<file path="config.mk">
export PLATFORM = sky130hd
export DESIGN_NAME = quat_bitri_rx
export DESIGN_NICKNAME = d
export VERILOG_FILES = /design/src/rtl/quat_bitri_rx.sv
export SDC_FILE = /design/constraint.sdc
export NUM_CORES = 1
export LEC_CHECK = 0
export CORE_MARGIN = 5
export CORE_UTILIZATION = 30
export CTS_CLUSTER_SIZE = 40
export DETAILED_ROUTE_END_ITERATION = 16
export MAX_ROUTING_LAYER = met4
export SLEW_MARGIN = 20
export SYNTH_ARGS = -nofsm -noshare
export SYNTH_HDL_FRONTEND = slang
export SYNTH_SLANG_ARGS = --single-unit
</file>
<file path="constraint.sdc">
create_clock -name clk -period 2.5 [get_ports clk]
set_clock_uncertainty 0.1 [all_clocks]
set_input_delay 0.5 -clock clk [delete_from_list [all_inputs] [get_ports clk]]
set_output_delay 0.5 -clock clk [all_outputs]
set_load 0.01 [all_outputs]
</file>
<file path="src/rtl/quat_bitri_rx.sv">
// quat_bitri_rx: clocked NCL quaternary receiver that splits each DATA wavefront into binary and trinary digits behind a FIFO
module quat_bitri_rx #(
    parameter int DEPTH         = 4,
    parameter int SYNC_STAGES   = 2,
    parameter int STABLE_CYCLES = 2
) (
    input  logic                     clk,
    input  logic                     init_n,
    input  logic [3:0]               quat_in,
    output logic                     quat_ack,
    output logic                     out_valid,
    input  logic                     out_ready,
    output logic [1:0]               out_quat,
    output logic                     out_bi,
    output logic [1:0]               out_tri,
    output logic                     err_multi,
    output logic [7:0]               err_count,
    output logic [$clog2(DEPTH):0]   fifo_level
);
    localparam int AW = $clog2(DEPTH);
    localparam int CW = $clog2(STABLE_CYCLES) + 1;

    typedef enum logic [1:0] {WAIT_NULL, WAIT_DATA, HOLD_FULL} state_t;

    logic [3:0]         r_sync [SYNC_STAGES];
    logic [SYNC_STAGES:0] r_pv;
    logic [3:0]         r_last;
    logic [CW-1:0]      r_cnt;
    logic [3:0]         r_held;
    state_t             r_state;
    state_t             w_next;
    logic               r_ack;
    logic               r_err_multi;
    logic [7:0]         r_err_cnt;
    logic [1:0]         r_mem [DEPTH];
    logic [AW:0]        r_wp;
    logic [AW:0]        r_rp;

    logic [3:0]         w_word;
    logic               w_same;
    logic               w_stable;
    logic               w_onehot;
    logic               w_multi;
    logic [1:0]         w_q;
    logic [AW:0]        w_level;
    logic               w_full;
    logic               w_pop;
    logic               w_room;
    logic               w_push;
    logic               w_err;

    // r_pv marks which pipeline positions hold real samples, so reset zeros never count as a stable NULL
    assign w_word   = r_sync[SYNC_STAGES-1];
    assign w_same   = r_pv[SYNC_STAGES] && (w_word == r_last);
    assign w_stable = w_same && (r_cnt == CW'(STABLE_CYCLES - 1));
    assign w_onehot = (w_word != 4'd0) && ((w_word & (w_word - 4'd1)) == 4'd0);
    assign w_multi  = (w_word != 4'd0) && !w_onehot;
    assign w_q      = {w_word[3] | w_word[2], w_word[3] | w_word[1]};
    assign w_level  = r_wp - r_rp;
    assign w_full   = w_level == (AW+1)'(DEPTH);
    assign w_pop    = out_valid && out_ready;
    assign w_room   = !w_full || w_pop;

    // Per-rail synchronizer chain plus sample-validity shift
    always_ff @(posedge clk or negedge init_n) begin
        if (!init_n) begin
            for (int i = 0; i < SYNC_STAGES; i++) r_sync[i] <= 4'd0;
            r_pv <= '0;
        end else begin
            r_sync[0] <= quat_in;
            for (int i = 1; i < SYNC_STAGES; i++) r_sync[i] <= r_sync[i-1];
            r_pv <= {r_pv[SYNC_STAGES-1:0], 1'b1};
        end
    end

    // Stability counter: restarts whenever the synced word changes
    always_ff @(posedge clk or negedge init_n) begin
        if (!init_n) begin
            r_last <= 4'd0;
            r_cnt  <= '0;
        end else begin
            r_last <= w_word;
            r_cnt  <= !w_same ? '0 : (r_cnt == CW'(STABLE_CYCLES - 1)) ? r_cnt : r_cnt + 1'b1;
        end
    end

    // Handshake FSM next-state, push and error decisions
    always_comb begin
        w_next = r_state;
        w_push = 1'b0;
        w_err  = 1'b0;
        case (r_state)
            WAIT_NULL: w_next = (w_stable && w_word == 4'd0) ? WAIT_DATA : WAIT_NULL;
            WAIT_DATA: begin
                if (w_stable && w_word != 4'd0) begin
                    w_err  = w_multi;
                    w_push = !w_multi && w_room;
                    w_next = (w_multi || w_room) ? WAIT_NULL : HOLD_FULL;
                end
            end
            HOLD_FULL: begin
                if (w_word != r_held) begin
                    w_next = WAIT_DATA;
                end else if (w_room) begin
                    w_push = 1'b1;
                    w_next = WAIT_NULL;
                end
            end
            default: w_next = WAIT_NULL;
        endcase
    end

    // State, registered ack, held wavefront and error tracking
    always_ff @(posedge clk or negedge init_n) begin
        if (!init_n) begin
            r_state     <= WAIT_NULL;
            r_ack       <= 1'b1;
            r_held      <= 4'd0;
            r_err_multi <= 1'b0;
            r_err_cnt   <= 8'd0;
        end else begin
            r_state     <= w_next;
            r_ack       <= w_next == WAIT_NULL;
            r_held      <= (r_state == WAIT_DATA) ? w_word : r_held;
            r_err_multi <= r_err_multi | w_err;
            r_err_cnt   <= (w_err && r_err_cnt != 8'hFF) ? r_err_cnt + 8'd1 : r_err_cnt;
        end
    end

    // Output FIFO storing the quaternary value; pointers carry an extra wrap bit
    always_ff @(posedge clk or negedge init_n) begin
        if (!init_n) begin
            for (int i = 0; i < DEPTH; i++) r_mem[i] <= 2'd0;
            r_wp <= '0;
            r_rp <= '0;
        end else begin
            if (w_push) r_mem[r_wp[AW-1:0]] <= w_q;
            r_wp <= r_wp + (AW+1)'(w_push);
            r_rp <= r_rp + (AW+1)'(w_pop);
        end
    end

    assign quat_ack   = r_ack;
    assign out_valid  = w_level != '0;
    assign out_quat   = r_mem[r_rp[AW-1:0]];
    assign out_bi     = &out_quat;
    assign out_tri    = out_bi ? 2'd2 : out_quat;
    assign err_multi  = r_err_multi;
    assign err_count  = r_err_cnt;
    assign fifo_level = w_level;
endmodule

</file>
==> results of run 1 <==
[synthesized netlist by cell type, types with 2 or more instances]
library cell / instances / share of area
a2111oi_4: 2 / 0.025
a21oi_1: 4 / 0.0090
and2_1: 3 / 0.0085
clkbuf_1: 2 / 0.0034
dfrtp_1: 46 / 0.52
ha_1: 11 / 0.062
inv_1: 11 / 0.019
mux2_1: 4 / 0.020
mux2_2: 9 / 0.046
mux4_2: 3 / 0.030
nand2_1: 6 / 0.010
nand3_1: 3 / 0.0068
nand4_1: 4 / 0.011
nor2_1: 8 / 0.014
nor3_1: 4 / 0.0090
nor4_1: 2 / 0.0056
or2_1: 2 / 0.0056
or2_2: 2 / 0.0056
xnor2_1: 4 / 0.016
xor2_1: 13 / 0.051
[worst paths after layout]
kind	cells after the start	from	slack [ps]	end
max	9	r_rp[0]	20	r_wp[2]
min	1	init_n	100	err_count[2]
max reg2reg	9	r_rp[0]	20	r_wp[2]
min reg2reg	0	r_sync[5]	250	w_word[1]
max in group asynchronous	2	init_n	1490	r_wp[1]
min in group clk	0	r_sync[5]	250	w_word[1]
[routing by layer]
layer,vias to the layer above,wire length [µm]
met4,0,12
li1,673,-
met1,685,1910
met3,2,166
met2,29,1770
met5,-,0
[final cells by class]
cell class                 instances  area, µm²  share of cell area
inverter                          11       41.3              0.0147
clock inverter                     3       27.5             0.00982
multi-input combinational        106       1030               0.367
timing repair buffer              40        337               0.120
sequential                        47       1180               0.420
tap                               99        124              0.0442
clock buffer                       5       68.8              0.0245
[power by group through the flow]
stage	combinational [mW]	clock (mW)	sequential [mW]
after detailed placement	0.0565	0	0.797
after global placement	0.0555	0	0.796
final	0.0554	0.492	0.781
after CTS	0.0570	0.513	0.782
after global routing	0.0634	0.544	0.783
after floorplan	0.0253	0	0.795
[critical path: stages (launching register included)]
cell	delay, ps
dfrtp_1	420
ha_4	170
fa_1	510
inv_2	40
or4_4	530
nand2_8	100
a21oi_2	40
ha_2	160
ha_1	180
xor2_1	130
[per-stage QoR]
stage	setup TNS, ps	worst slack [ps]	instances	utilization	total power [mW]
detailed placement	-411	-65.0	302	0.376	0.853
global placement	-259	-51.9	302	0.376	0.852
CTS	-36.2	-36.2	311	0.390	1.35
global route	-151	-47.2	311	0.389	1.39
floorplan	-347	-158	167	-	0.820
finish	0	24.1	311	0.389	1.33
[logic make-up (layout without fill, tap and decap cells)]
logic type | Yosys count | in the layout | synth area share
AOI/OAI and AO/OA | 15 | 15 | 0.0694
xor gates and xnor gates | 18 | 18 | 0.0773
adders and majority gates | 13 | 13 | 0.0756
buffers and inverters | 14 | 59 | 0.0243
DFF | 47 | 47 | 0.531
muxes | 16 | 16 | 0.0965
other | 1 | 1 | 0.00169
and+or+nand+nor | 43 | 43 | 0.124
[state kept, by name, summed over array words and instances (netlist names)]
register   flops
r_wp           3
r_mem          8
r_cnt          2
err_count      8
r_rp           3
r_last         4
err_multi      1
r_state        2
r_pv           3
w_word         4
quat_ack       1
r_held         4
r_sync         4
[what timing repair did]
item | CTS | global route
setup endpoints to repair | 16 | 12
hold buffers | 0 | 0
resized for setup | 14 | 6
setup buffers | 1 | 0
==> impl_metrics.csv, run 1 <==
group,metric,value,unit
status,status,"completed",
drt,drt_first_pass_iters,4,
sta,rsz0062_at_grt,"yes",
floorplanning,placementRows,31,
sta,relSlewSlack,0.583,
worst_setup_path,required,2610,ps
power,power.density,474,mW/mm²
synthesis,yosysWarnings,0,
cells_and_area,layout_commonest_cell,"dfrtp_1",
worst_setup_path,worstSetupPathType,"flip-flop to flip-flop",
drt,wl_per_cell,12.4,µm
drt,first_iter_violations,59,
sta,hold_violations,0,
power,p_comb_frac,0.042,
clock_tree,numCtsBuffers,5,
clock_tree,h-tree-depth,2,
grt,grt_max_degree,29,
floorplanning,fp.dieH,96.0,µm
clock_tree,cts_tree,"yes",
floorplanning,io-pin-count,26,
clock_tree,numClockSinks,47,
sta,period_share,0.990,
cells_and_area,synthToLayoutAreaGrowth,26.5,%
synthesis,synth_edf_count,0,
synthesis,synth_cells,167,
sta,post-route-min-period,2480,ps
drt,num_vias,1389,
power,switching_share,0.246,
cells_and_area,mostFrequentLayoutCells,"46 x dfrtp_1, 16 x clkdlybuf4s50_1, 14 x buf_4",
floorplanning,die-area,0.00921,mm²
worst_setup_path,arrival,2580,ps
synthesis,syn-cell-area,0.00222,mm²
sta,whs,98.8,ps
power,p_leak,1.34,nW
synthesis,ys.flop_type,"dfrtp_1",
grt,overflow,0,
clock_tree,clk_pin_slew,100,ps
grt,antenna_found_initial,0,
place,dpl_cell_area,0.00271,mm²
hold_path,min_path_type,"primary input to asynchronous set/reset pin",
cells_and_area,final_area,0.00280,mm²
power,power_frac_clock,0.370,
sta,maxSlewViolCount,0,
worst_setup_path,cp-end-kind,"flip-flop",
place,place_congestion,0.824,
synthesis,synthesis.nets,186,
clock_tree,clock_path_buffers,2,
sta,fmax,0.404,GHz
grt,grt_usage,0.0946,
place,port_buffers,25,
worst_setup_path,worstSetupStartpointType,"flip-flop",
floorplanning,initial_core_util,0.307,
grt,grt_pass1_vias,1404,
power,ir_drop,0.313,mV
drt,postRouteAntennaNets,0,
grt,busiest_layer,"met2",
drt,routed_wl,3850,µm
grt,grt_use_met2,0.143,
floorplanning,chipWidth,96.0,µm
grt,grt_pass1_wl,6500,µm
floorplanning,placeableCoreArea,0.00721,mm²
synthesis,yosysSeqAreaShare,0.531,
grt,use_met1,0.121,
worst_setup_path,critPathMaxFanout,3,
cells_and_area,nets,230,
clock_tree,root_buffer,"clkbuf_8",
power,pwr-share-seq,0.588,
power,switchingPower,0.327,mW
drt,drt-vias-per-instance,4.47,
synthesis,synth_cell_type_count,44,
cells_and_area,fillers,712,
clock_tree,clk-insertion-delay-late,310,ps
cells_and_area,drive_gt1_frac,0.274,
place,hpwl,2850,µm
synthesis,async_reset_ff_frac,1.00,
drt,drc,0,
synthesis,avgSynthCellArea,13.3,µm²
job,max-cap-violations,0,
power,p_int,1.00,mW
cells_and_area,antenna_cells,0,
sta,setup_violations,0,
synthesis,ys_ff_latch,47,
grt,grtUsageMet3,0.0328,
sta,worst_pin_slew,625,ps
No activity file was read; power rests on OpenSTA's default activity.
==> run 2: changes to the inputs <==
--- a/config.mk
+++ b/config.mk
@@ -5,7 +5,7 @@
 export SDC_FILE = /design/constraint.sdc
 export NUM_CORES = 1
 export LEC_CHECK = 0
-export CORE_MARGIN = 5
+export CORE_MARGIN = 2
 export CORE_UTILIZATION = 30
 export CTS_CLUSTER_SIZE = 40
 export DETAILED_ROUTE_END_ITERATION = 16
==> run 2 against run 1 <==
- final cell count decreased by 0.64%
- non-clock buffer count decreased by 2
- critical path type unchanged
- via count increased by 0.43%
- power decreased by 0.68%
==> impl_metrics.csv, run 2 (same netlist as run 1, synthesis figures left out) <==
group,metric,value,unit
cells_and_area,antenna_cells,0,
worst_setup_path,slowest_stage,"or4_4",
floorplanning,io-pin-count,26,
status,status,"completed",
power,fin_total_pwr,1.32,mW
clock_tree,numClockSinks,47,
cells_and_area,mostFrequentLayoutCells,"46 x dfrtp_1, 16 x clkdlybuf4s50_1, 13 x xor2_1, 13 x buf_4, 9 x inv_1",
worst_setup_path,cpPeakStageDelay,540,ps
cells_and_area,layout_commonest_cell,"dfrtp_1",
clock_tree,clk-insertion-delay-late,300,ps
floorplanning,placeableCoreArea,0.00721,mm²
floorplanning,placementRows,31,
worst_setup_path,worstSetupPathType,"flip-flop to flip-flop",
sta,relSlewSlack,0.615,
hold_path,min_path_type,"primary input to asynchronous set/reset pin",
sta,setup_violations,0,
worst_setup_path,crit_path_start,"r_wp[0]",
sta,post-route-min-period,2470,ps
floorplanning,die-area,0.00809,mm²
grt,overflow,0,
place,place_inst,301,
clock_tree,hold_buffers,0,
place,hpwl,2670,µm
sta,fmax,0.405,GHz
clock_tree,h-tree-depth,2,
sta,worst_pin_slew,577,ps
cells_and_area,drive_gt1_frac,0.267,
drt,num_vias,1395,
worst_setup_path,crit_chain,"inv_2, ha_4, fa_2, xnor3_1, or4_4, buf_6, nand4_1, a21oi_2, mux2_4",
drt,drc,0,
worst_setup_path,arrival,2560,ps
grt,grt_pass1_vias,1413,
clock_tree,clock_path_buffers,2,
cells_and_area,synthToLayoutAreaGrowth,27.1,%
drt,wl_per_cell,11.8,µm
clock_tree,numCtsBuffers,5,
sta,hold_violations,0,
grt,grt_usage,0.101,
place,place_ws,-83.7,ps
job,max-cap-violations,0,
place,port_buffers,25,
power,power.density,468,mW/mm²
worst_setup_path,r2r_cells,9,
grt,grt_max_degree,48,
drt,first_iter_violations,57,
worst_setup_path,rr_endpoint,"r_mem[7]",
sta,setup_ws,32.4,ps
grt,antenna_found_initial,0,
clock_tree,clk_pin_slew,90,ps
place,place_congestion,0.790,
worst_setup_path,cp-end-kind,"flip-flop",
drt,drt_first_pass_iters,4,
drt,drt-vias-per-instance,4.51,
sta,maxSlewViolCount,0,
grt,grt_pass1_wl,6570,µm
cells_and_area,nets,228,
floorplanning,fp.dieH,90.0,µm
worst_setup_path,crit_path_end,"r_mem[7]",
sta,period_share,0.987,
worst_setup_path,reg2reg_from,"r_wp[0]",
sta,fin_setup_tns,0,ps
drt,postRouteAntennaNets,0,
power,p_leak,1.37,nW
drt,routed_wl,3660,µm
clock_tree,cts_tree,"yes",
worst_setup_path,r2r_setup_slack,30,ps
worst_setup_path,worstSetupStartpointType,"flip-flop",
power,ir_drop,0.238,mV
sta,rsz0062_at_grt,"yes",
worst_setup_path,required,2590,ps
cells_and_area,fillers,717,
floorplanning,initial_core_util,0.307,
clock_tree,root_buffer,"clkbuf_8",
cells_and_area,post_layout_nonfiller_instances,309,
worst_setup_path,critPathMaxFanout,5,
floorplanning,chipWidth,90.0,µm
run 2: per-stage QoR:
stage               hold WS (ps)  cell area (µm²)   util
floorplan                    104             2260      -
global placement             232             2700  0.375
detailed placement           235             2700  0.375
CTS                          194             2800  0.388
global route                 233             2820  0.391
finish                       177             2820  0.391
run 2: routing by layer:
metal,global-route usage,vias to the layer above,share of wire
met1,0.137,689,0.50
met5,-,-,0
met4,0.0321,0,0.0038
met2,0.150,26,0.46
met3,0.0243,3,0.034
li1,-,677,-
run 2: worst min path at each step:
stage	endpoint	cells past startpoint	startpoint
2_1_floorplan	err_count[0]	0	init_n
3_3_place_gp	r_pv[1]	0	r_pv[0]
3_5_place_dp	r_pv[1]	0	r_pv[0]
4_1_cts	err_count[6]	2	init_n
5_1_grt	err_multi	2	init_n
6_report	err_count[7]	2	init_n
run 2: worst max-delay path, delay by kind of cell, from the launching register on:
| family | cells | cell delay (ps) |
|---|---|---|
| adders and majority gates | 2 | 470 |
| xor gates and xnor gates | 1 | 200 |
| AOI/OAI and AO/OA | 1 | 50 |
| muxes | 1 | 300 |
| buffers and inverters | 2 | 220 |
| DFF | 1 | 380 |
| and+or+nand+nor | 2 | 630 |
run 2: cell type report:
type	instances	area, µm²	share of cell area
clock buffers	5	68.8	0.0244
clock inverters	3	27.5	0.00977
inverters	11	41.3	0.0147
multi-input cells	106	1030	0.367
flip-flops and latches	47	1180	0.418
well taps	99	124	0.0440
repair buffers	38	344	0.122
run 2: power by group:
part | internal (mW) | total, mW | switching [mW]
Combinational | 0.0216 | 0.0545 | 0.0330
Sequential | 0.772 | 0.781 | 0.00842
Clock | 0.207 | 0.484 | 0.277
Total | 1.00 | 1.32 | 0.318
run 2: what timing repair did:
action,4_1_cts,5_1_grt
gates resized for setup,11,8
buffers inserted,0,0
setup endpoints to repair,14,13
pin swaps,0,1
endpoints found under the hold margin,0,0
==> run 3: changes to the inputs <==
--- a/config.mk
+++ b/config.mk
@@ -10,7 +10,6 @@
 export CTS_CLUSTER_SIZE = 40
 export DETAILED_ROUTE_END_ITERATION = 16
 export MAX_ROUTING_LAYER = met4
-export SLEW_MARGIN = 20
 export SYNTH_ARGS = -nofsm -noshare
 export SYNTH_HDL_FRONTEND = slang
 export SYNTH_SLANG_ARGS = --single-unit
==> results of run 3 <==
Final layout, timing and power as in run 2 (identical DEF).
